==> src/rtl/ssd_mux_ctrl.sv <==
// rtl/ssd_mux_ctrl.sv - N-digit multiplexed seven-segment controller with shadow buffer, LZ blanking and PWM
module ssd_mux_ctrl #(
    parameter int NUM_DIGITS  = 4,
    parameter int REFRESH_DIV = 100000
) (
    input  logic                    fast_clk,
    input  logic                    rst,
    input  logic [4*NUM_DIGITS-1:0] digits_in,
    input  logic                    load,
    input  logic [NUM_DIGITS-1:0]   digit_en,
    input  logic                    lz_suppress,
    input  logic [3:0]              brightness,
    output logic [NUM_DIGITS-1:0]   anode,
    output logic [6:0]              seg,
    output logic                    frame_start
);

    localparam int PHASE_LEN = REFRESH_DIV / 16;
    localparam int PH_W      = (PHASE_LEN > 1) ? $clog2(PHASE_LEN) : 1;
    localparam int IDX_W     = (NUM_DIGITS > 1) ? $clog2(NUM_DIGITS) : 1;

    // The slot counter is kept as (phase, cycle-within-phase) so no divider is needed
    logic [PH_W-1:0]         ph_cnt;
    logic [3:0]              phase;
    logic [IDX_W-1:0]        idx;
    logic [4*NUM_DIGITS-1:0] pending;
    logic [4*NUM_DIGITS-1:0] active;
    logic                    pend_valid;
    logic [3:0]              bri_q;

    logic                    phase_end;
    logic                    slot_end;
    logic                    frame_end;
    logic [NUM_DIGITS-1:0]   supp;
    logic                    zero_run;
    logic [3:0]              cur_nib;
    logic                    cur_en;
    logic                    cur_supp;
    logic                    lit;

    function automatic logic [6:0] glyph(input logic [3:0] c);
        case (c)
            4'h0:    glyph = 7'b0000001;
            4'h1:    glyph = 7'b1001111;
            4'h2:    glyph = 7'b0010010;
            4'h3:    glyph = 7'b0000110;
            4'h4:    glyph = 7'b1001100;
            4'h5:    glyph = 7'b0100100;
            4'h6:    glyph = 7'b0100000;
            4'h7:    glyph = 7'b0001111;
            4'h8:    glyph = 7'b0000000;
            4'h9:    glyph = 7'b0000100;
            4'hA:    glyph = 7'b1001000;
            4'hB:    glyph = 7'b1001110;
            4'hC:    glyph = 7'b1111110;
            default: glyph = 7'b1111111;
        endcase
    endfunction

    assign phase_end = (ph_cnt == PH_W'(PHASE_LEN - 1));
    assign slot_end  = phase_end && (phase == 4'd15);
    assign frame_end = slot_end && (idx == IDX_W'(NUM_DIGITS - 1));

    // Prescaler and digit scan; brightness is latched at every slot start
    always_ff @(posedge fast_clk) begin
        if (rst) begin
            ph_cnt <= '0;
            phase  <= '0;
            idx    <= '0;
            bri_q  <= brightness;
        end else if (phase_end) begin
            ph_cnt <= '0;
            phase  <= phase + 4'd1;
            if (slot_end) begin
                idx   <= frame_end ? '0 : idx + IDX_W'(1);
                bri_q <= brightness;
            end
        end else begin
            ph_cnt <= ph_cnt + PH_W'(1);
        end
    end

    // Shadow buffer: active only changes at the frame boundary; a load on that cycle waits a frame
    always_ff @(posedge fast_clk) begin
        if (rst) begin
            pending    <= '0;
            active     <= '0;
            pend_valid <= 1'b0;
        end else begin
            if (frame_end && pend_valid)
                active <= pending;
            if (load) begin
                pending    <= digits_in;
                pend_valid <= 1'b1;
            end else if (frame_end) begin
                pend_valid <= 1'b0;
            end
        end
    end

    // Leading-zero mask from the active buffer, scanning down from the top digit; digit 0 never blanks
    always_comb begin
        supp     = '0;
        zero_run = lz_suppress;
        for (int k = NUM_DIGITS - 1; k >= 1; k--) begin
            zero_run = zero_run && (active[4*k +: 4] == 4'd0);
            supp[k]  = zero_run;
        end
    end

    // Select the nibble, enable and suppression bit for the digit being scanned
    always_comb begin
        cur_nib  = 4'hF;
        cur_en   = 1'b0;
        cur_supp = 1'b0;
        for (int k = 0; k < NUM_DIGITS; k++) begin
            if (idx == IDX_W'(k)) begin
                cur_nib  = active[4*k +: 4];
                cur_en   = digit_en[k];
                cur_supp = supp[k];
            end
        end
        lit = cur_en && !cur_supp && (cur_nib < 4'hD) && (phase <= bri_q);
    end

    // Registered pin drive: at most one anode low, everything dark otherwise
    always_ff @(posedge fast_clk) begin
        if (rst) begin
            anode       <= '1;
            seg         <= 7'b1111111;
            frame_start <= 1'b0;
        end else begin
            frame_start <= (idx == '0) && (phase == 4'd0) && (ph_cnt == '0);
            if (lit) begin
                anode <= ~(NUM_DIGITS'(1) << idx);
                seg   <= glyph(cur_nib);
            end else begin
                anode <= '1;
                seg   <= 7'b1111111;
            end
        end
    end

endmodule
==> config.mk <==
export PLATFORM = sky130hd
export DESIGN_NAME = ssd_mux_ctrl
export DESIGN_NICKNAME = d
export VERILOG_FILES = /design/src/rtl/ssd_mux_ctrl.sv
export SDC_FILE = /design/constraint.sdc
export NUM_CORES = 1
export LEC_CHECK = 0
export ABC_AREA = 1
export CORE_MARGIN = 3
export CORE_UTILIZATION = 40
export CTS_CLUSTER_DIAMETER = 60
export DETAILED_ROUTE_END_ITERATION = 8
export HOLD_SLACK_MARGIN = 0.12
export SYNTH_ARGS = -nofsm -noshare
export SYNTH_HDL_FRONTEND = slang
export SYNTH_SLANG_ARGS = --single-unit
export TNS_END_PERCENT = 30
==> constraint.sdc <==
create_clock -name fast_clk -period 2 [get_ports fast_clk]
set_clock_uncertainty 0.1 [all_clocks]
set_input_delay 0.4 -clock fast_clk [delete_from_list [all_inputs] [get_ports fast_clk]]
set_output_delay 0.4 -clock fast_clk [all_outputs]
set_load 0.02 [all_outputs]
==> results of run 1 <==
## worst paths after layout
kind	startpoint	endpoint	slack, ps	cells after the start
setup / recovery	idx[1]	seg[3]	110	11
hold / removal	active[9]	active[9]	370	2
setup reg to reg	idx[1]	seg[3]	110	11
hold reg to reg	active[9]	active[9]	370	2
## routing by layer
metal / wire length, um / global-route usage
met1: 3462 / 0.2031
met2: 3244 / 0.2645
met3: 322 / 0.04300
met4: 146 / 0.07126
met5: 0 / 0
## cell usage after synthesis
master,instances
clkbuf_1,7
a31oi_1,1
buf_4,2
nor4_1,2
o31ai_1,1
dfxtp_1,64
nor2_4,3
nand2_2,4
nand3_1,18
nor3b_1,2
ha_1,19
nand4_1,16
inv_1,39
a21boi_1,1
buf_6,4
nand3_4,2
nor2_2,5
buf_2,4
nor3_1,8
edfxtp_1,4
nor2_1,59
nor3b_2,1
o21ai_0,21
nand2_1,98
a21oi_4,1
xor2_1,4
nand3b_1,1
or2_2,1
or2_0,1
a21oi_1,32
inv_2,8
## logic make-up after synthesis
logic type / share of synthesized area
flops: 0.4293
compound gates: 0.09276
simple gates: 0.3078
fa+ha+maj: 0.07283
buf+inv: 0.08662
xor+xnor: 0.01073
## cell type report
class	count	area share
Multi-Input combinational cell	302	0.4001
Timing Repair Buffer	64	0.1391
Clock inverter	1	0.007181
Clock buffer	15	0.04219
Inverter	47	0.04399
Tap cell	102	0.03052
Sequential cell	68	0.3369
## metrics by stage
stage,area (um2),utilization,instances
after global placement,3852,0.4934,580
final,4182,0.5356,599
after floorplan,3268,-,433
after CTS,4074,0.5218,596
after global routing,4182,0.5356,599
after detailed placement,3852,0.4934,580
## sequential cells by signal (all words and copies together) (netlist names)
| name | flops |
|---|---|
| frame_start | 1 |
| phase | 4 |
| active | 16 |
| pending | 16 |
| idx | 2 |
| anode | 4 |
| pend_valid | 1 |
| ph_cnt | 13 |
| seg | 7 |
| bri_q | 4 |
## timing repair
action | in CTS | in global routing
endpoints found under the setup margin | 11 | 12
pin swaps | 1 | 5
resized for setup | 6 | 22
gates cloned | 0 | 1
hold buffers | 0 | 0
setup buffers | 0 | 2
endpoints found under the hold margin | 0 | 0
## critical path, cell delays in order, from the launching register on
cell and delay, ps:
dfxtp_4 390, inv_4 50, ha_4 170, inv_2 70
nor2_1 50, o31ai_2 260, nand2_2 130, ha_1 290
inv_1 60, o21ai_0 80, nand2_1 60, nand3_1 70
## power breakdown
part           switching [mW]  internal, mW  total [mW]
Combinational          0.0966         0.104       0.201
Sequential             0.0250          1.41        1.43
Clock                   0.484         0.681        1.17
==> flow_summary_export.csv, run 1 <==
group,metric,value,unit
yosys,ys_ff_latch,68,
floorplan,die_w,96.34,um
routing,detail-route-antenna-nets,0,
yosys,synth_top_area_cell,"dfxtp_1",
global_route,grt.total_usage,0.1631,
global_route,grt_pass1_wl,11.70,mm
clocking,cts.sinks,68,
timing,setup-violations-final,0,
worst_setup_path,path_class,"flop to flop",
worst_setup_path,worst-endpoint-arrival,2000,ps
floorplan,initial_utilization,0.4181,
finish,antenna_cells,0,
pwr,power_leakage,1.755,nW
finish,fin_nets,539,
global_route,antenna_found_initial,0,
floorplan,die_area,0.009280,mm2
place,io_buffers,39,
pwr,p_per_area,669.5,mW/mm2
timing,holdWs,372.0,ps
timing,worstMarginPinSlew,442.6,ps
floorplan,die_h,96.34,um
yosys,synth_top_cell_area_share,0.3925,
yosys,yosys_warnings,0,
timing,fin_crit_sh,0.9438,
flow_run,max-cap-violations,0,
routing,vias,2857,
run_status,status,"finished clean",
yosys,ys_types,31,
clocking,root_buffer,"clkbuf_8",
global_route,grt-ovfl-total,0,
timing,finalWorstSetupSlack,112.4,ps
routing,drc,0,
yosys,synth.avg_cell_area,7.539,um2
routing,avgViaCountPerCell,4.770,
place,place_hpwl,5.305,mm
yosys,synth_area,0.003264,mm2
routing,drtIter0Drc,100,
worst_setup_path,cp_max_fo,5,
global_route,grt_pass1_vias,2648,
routing,detail_route.first_pass.iterations,4,
floorplan,rows,32,
finish,final_cell_mix,"nand2_1, dfxtp_1, nor2_1, clkdlybuf4s50_1, inv_1",
routing,post_drt_wl_per_cell,11.98,um
yosys,synth_area_leaders,"dfxtp_1, nand2_1, ha_1, nor2_1, a21oi_1",
timing,maxSlewViolCount,0,
finish,layout-drive-gt1-share,0.1590,
clocking,cts_max_level,3,
yosys,synth_nets,480,
yosys,netlist_instances,433,
yosys,ys_seq_area_frac,0.4293,
clocking,clk_latency,340,ps
floorplan,core,0.007807,mm2
timing,rsz0062_at_grt,"true",
pwr,finalPower,2.799,mW
finish,multi_input_area,0.001673,mm2
timing,max_freq,0.5298,GHz
timing,slew_headroom,0.7046,
finish,area_delta_synth_final,28.10,%
finish,final_common_cell,"nand2_1",
clocking,cts_buffers,9,
global_route,grt_max_degree,21,
timing,finalHoldViolations,0,
finish,seq_area,0.001409,mm2
worst_hold_path,min_path_type,"flop to flop",
clocking,cts_tree,"yes",
worst_setup_path,required,2120,ps
place,pre_cts_ws,-165.2,ps
pwr,ir_drop,0.0003256,V
worst_setup_path,end_kind,"flop",
clocking,clkTransAtPathRegs,70,ps
timing,fin_crit,1888,ps
place,place_congestion,0.8595,
clocking,cts_buffer_depth,2,
worst_setup_path,cp-start-kind,"flop",
floorplan,pin_count,40,
routing,wl,7.174,mm
finish,nFillCells,769,
timing,fin_tns_setup,0,ps
Power figures use the tool's default switching activity.
==> run 2: changes to the inputs <==
--- a/config.mk
+++ b/config.mk
@@ -6,8 +6,8 @@
 export NUM_CORES = 1
 export LEC_CHECK = 0
 export ABC_AREA = 1
-export CORE_MARGIN = 3
-export CORE_UTILIZATION = 40
+export CORE_MARGIN = 4
+export CORE_UTILIZATION = 35
 export CTS_CLUSTER_DIAMETER = 60
 export DETAILED_ROUTE_END_ITERATION = 8
 export HOLD_SLACK_MARGIN = 0.12
==> flow_summary_export.csv, run 2 (synthesis gave the netlist of run 1 again) <==
group,metric,value,unit
timing,rsz0062_at_grt,"true",
worst_setup_path,path_class,"flop to flop",
place,dp_cells,583,
clocking,post_cts_buffers,0,
place,placed_area,0.003837,mm2
routing,vias,2864,
worst_setup_path,path_buf_inv,3,
clocking,root_buffer,"clkbuf_8",
finish,final_core_util,0.4634,
floorplan,die_area,0.01094,mm2
floorplan,die_w,104.6,um
pwr,ir_drop,0.0004170,V
finish,final_common_cell,"nand2_1",
clocking,clkTransAtPathRegs,70,ps
worst_setup_path,cp_top_family,"adder cells",
place,pre_cts_ws,-160.5,ps
pwr,p_per_area,668.1,mW/mm2
floorplan,pin_count,40,
timing,fin_tns_setup,0,ps
pwr,net-switching-power,0.6079,mW
global_route,grt-ovfl-total,0,
pwr,intPower,2.145,mW
finish,fin_nets,534,
worst_setup_path,worst-endpoint-arrival,2040,ps
pwr,power_leakage,1.702,nW
worst_setup_path,cp-start-kind,"flop",
clocking,cts_tree,"yes",
finish,layout-drive-gt1-share,0.1507,
finish,final_cell_mix,"nand2_1, dfxtp_1, nor2_1, clkdlybuf4s50_1, inv_1",
global_route,grt_pass1_wl,12.49,mm
floorplan,initial_utilization,0.3672,
worst_setup_path,required,2130,ps
worst_setup_path,path_cells,"ha_2, buf_4, nand2_1, a21boi_2, inv_2, ha_1, inv_1, o21ai_0, nand2_1",
timing,fin_crit_sh,0.9521,
worst_setup_path,end_kind,"flop",
floorplan,core,0.008891,mm2
worst_setup_path,max_stage_delay,370,ps
place,place_congestion,0.8962,
finish,antenna_cells,0,
timing,worstMarginPinSlew,438.4,ps
place,io_buffers,39,
routing,detail_route.first_pass.iterations,4,
timing,fin_crit,1904,ps
routing,wl,7.452,mm
worst_setup_path,cp_max_fo,7,
routing,drtIter0Drc,71,
timing,finalWorstSetupSlack,95.85,ps
timing,setup-violations-final,0,
flow_run,max-cap-violations,0,
routing,detail-route-antenna-nets,0,
global_route,grt_pass1_vias,2759,
finish,nFillCells,907,
routing,avgViaCountPerCell,4.781,
worst_hold_path,min_path_type,"flop to flop",
pwr,pwr-share-comb,0.072,
clocking,cts.sinks,68,
routing,drc,0,
worst_setup_path,cp_slowest_cell,"dfxtp_4",
routing,post_drt_wl_per_cell,12.44,um
place,place_hpwl,5.430,mm
floorplan,rows,34,
timing,slew_headroom,0.7074,
pwr,finalPower,2.753,mW
global_route,antenna_found_initial,0,
global_route,grt.total_usage,0.1383,
pwr,seqPwrFrac,0.520,
clocking,cts_hold_buf,0,
clocking,clk_latency,340,ps
clocking,cts_buffers,9,
clocking,cts_buffer_depth,2,
timing,max_freq,0.5252,GHz
run_status,status,"finished clean",
clocking,cts_max_level,3,
finish,fin_area,0.004120,mm2
timing,finalHoldViolations,0,
finish,layout.cells.non_filler,599,
pwr,netSwitchingFraction,0.2208,
pwr,pwr-share-clk,0.408,
global_route,grt_max_degree,21,
finish,reg.largest.list,"active (16), pending (16), ph_cnt (13)",
finish,area_delta_synth_final,26.22,%
floorplan,die_h,104.6,um
timing,holdWs,365.7,ps
timing,maxSlewViolCount,0,
worst_setup_path,crit_top_cell,"nand2_1",
-- run 2: cell count changes in the layout (fill, tap and decap cells not counted), sizes merged --
| cell | change |
|---|---|
| buf | -5 |
| clkbuf | -2 |
| clkinv | +1 |
-- run 2: layer usage --
layer / up-vias / GRT usage / wire length, um
met5: - / 0 / 0
met4: 0 / 0.05530 / 126
met3: 13 / 0.03884 / 346
met2: 55 / 0.2325 / 3509
met1: 1292 / 0.1678 / 3470
li1: 1504 / - / -
-- run 2: worst reg2reg max path: cells and delay by family, from the launching register on --
family / cells / cell delay (ps)
fa+ha+maj: 2 / 480
compound gates: 2 / 410
flops: 1 / 370
buf+inv: 3 / 280
simple gates: 2 / 140
-- run 2: power by group through the flow --
stage / registers, mW / clock network (mW) / logic [mW]
finish: 1.43 / 1.12 / 0.199
global route: 1.44 / 1.23 / 0.224
CTS: 1.43 / 1.16 / 0.201
detailed placement: 1.46 / 0 / 0.198
global placement: 1.46 / 0 / 0.194
floorplan: 1.47 / 0 / 0.0879
-- run 2: area by class of cell --
| class | count | area [um2] | share of cell area |
|---|---|---|---|
| Clock buffer | 13 | 158.9 | 0.03857 |
| Clock inverter | 2 | 35.03 | 0.008503 |
| Inverter | 47 | 178.9 | 0.04343 |
| Multi-Input combinational cell | 302 | 1663 | 0.4036 |
| Sequential cell | 68 | 1409 | 0.3419 |
| Tap cell | 108 | 135.1 | 0.03280 |
| Timing Repair Buffer | 59 | 540.5 | 0.1312 |
-- run 2: what timing repair did --
action                                  4_1_cts  5_1_grt
pin swaps                                     1        4
gates cloned                                  0        1
resized for setup                             5       19
endpoints found under the setup margin       11       15
-- run 2: final timing paths --
check | start | endpoint | slack [ps] | depth (start not counted)
hold reg to reg | active[9] | active[9] | 370 | 2
setup / recovery | idx[0] | seg[5] | 100 | 9
setup reg to reg | idx[0] | seg[5] | 100 | 9
hold / removal | active[9] | active[9] | 370 | 2
==> RTL edit, RTL diff (flow settings as in run 1) <==
Set the parameter `NUM_DIGITS` to 8 (it was 4).
--- a/src/rtl/ssd_mux_ctrl.sv
+++ b/src/rtl/ssd_mux_ctrl.sv
@@ -1,6 +1,6 @@
 // rtl/ssd_mux_ctrl.sv - N-digit multiplexed seven-segment controller with shadow buffer, LZ blanking and PWM
 module ssd_mux_ctrl #(
-    parameter int NUM_DIGITS  = 4,
+    parameter int NUM_DIGITS  = 8,
     parameter int REFRESH_DIV = 100000
 ) (
     input  logic                    fast_clk,
Ports: changed (resized anode, digit_en and digits_in); port bits go from 40 to 64. No check against the original RTL was run, so the function may have changed too.
==> RTL edit against run 1 <==
The run now ends with setup timing left; fmax shrank 15%; total power grew 57%; clock power grew 60%; first-iteration DRC count grew 110%; worst setup slack lost 330 ps; routed wire length grew 57%; sequential cell count grew 37; synthesized area grew 47%; final area grew 60%; non-clock buffer count grew 68; hold slack lost 37 ps; largest power group unchanged; highest routed layer is now met5.
==> RTL edit: results <==
metrics = {
    "finish": {
        "diodes": 0,
        "final_cells": 894,
        "layout-drive-gt1-share_pct": 25.2,
        "reg_top3": "active x32, pending x32, ph_cnt x13",
        "finalNetCount": 814,
        "fillers": 1103,
    },
    "grt": {
        "grt_usage_pct": 17.5,
        "grt_pass1_wl_um": 18900,
        "grt_pass1_vias": 4167,
    },
    "synth": {
        "synth_adder_area_share_pct": 5.21,
        "yosysSeqAreaShare_pct": 44.6,
        "synth.area.top_cells": "dfxtp_1 (42%), nand2_1 (8.1%), inv_1 (7.6%)",
        "synth_cell_types": 36,
        "synth_nets": 695,
    },
    "worst_setup_path": {
        "arrival_ps": 2340,
    },
    "clock_network": {
        "clockRootBuffer": "clkbuf_16",
    },
    "power": {
        "p_leak_nw": 2.84,
        "vdd_drop_max_mv": 0.370,
    },
    "timing": {
        "fin_ws_ps": -214,
        "worstMarginPinSlew_ps": 275,
        "fin_setup_tns_ps": -4650,
        "final-setup-viol-count": 39,
    },
    "placement": {
        "port_buffers": 63,
        "dp_hpwl_um": 8310,
        "gp_congestion": 0.860,
        "dp_slack_ps": -317,
    },
    "status": {
        "violations": "setup timing",
        "status": "finished, violations left",
    },
    "drt": {
        "drt-total-wl_um": 11200,
        "drt-initial-drc-count": 215,
    },
}
[RTL edit: where the power goes]
part           internal [W]  switching [W]  total (W)
clock network       0.00110       0.000769    0.00187
logic              0.000171       0.000164   0.000335
registers           0.00217      0.0000189    0.00218
[RTL edit: through the flow]
step	hold WS, ps	power (W)	area [um^2]
after floorplan	330	0.00240	4930
after global placement	342	0.00256	6110
after detailed placement	353	0.00257	6110
after CTS	344	0.00445	6600
after global routing	353	0.00459	6700
final	335	0.00439	6700
[RTL edit: repair_timing]
| action | in CTS | in global routing |
|---|---|---|
| hold endpoints to repair | 0 | 0 |
| endpoints found under the setup margin | 48 | 53 |
| pin swaps | 12 | 11 |
| buffers inserted | 4 | 3 |
| resized for setup | 39 | 25 |
| hold buffers | 0 | 0 |
[RTL edit: final timing paths]
path	slack, ps	start	cells past startpoint	end
max	-210	idx[1]$_SDFFE_PP0P_	17	seg[3]$_SDFF_PP1_
min reg2reg	330	ph_cnt[0]$_SDFF_PP0_	1	ph_cnt[0]$_SDFF_PP0_
max reg2reg	-210	idx[1]$_SDFFE_PP0P_	17	seg[3]$_SDFF_PP1_
min	330	ph_cnt[0]$_SDFF_PP0_	1	ph_cnt[0]$_SDFF_PP0_
[RTL edit: final cells by class]
| type | count | area share [%] |
|---|---|---|
| timing repair buffer | 132 | 18.1 |
| multi-input combinational | 398 | 36.5 |
| inverter | 100 | 5.74 |
| clock inverter | 6 | 1.35 |
| tap | 143 | 2.67 |
| sequential | 105 | 32.2 |
| clock buffer | 10 | 3.42 |
[RTL edit: metal layers]
metal	global-route usage [%]	vias up	routed length (um)	share of wire, %
met4	5.40	2	180	1.6
li1	-	2279	-	-
met1	22.0	1933	5110	45
met3	4.18	14	376	3.3
met2	30.0	51	5570	50
met5	0	-	7	0.062
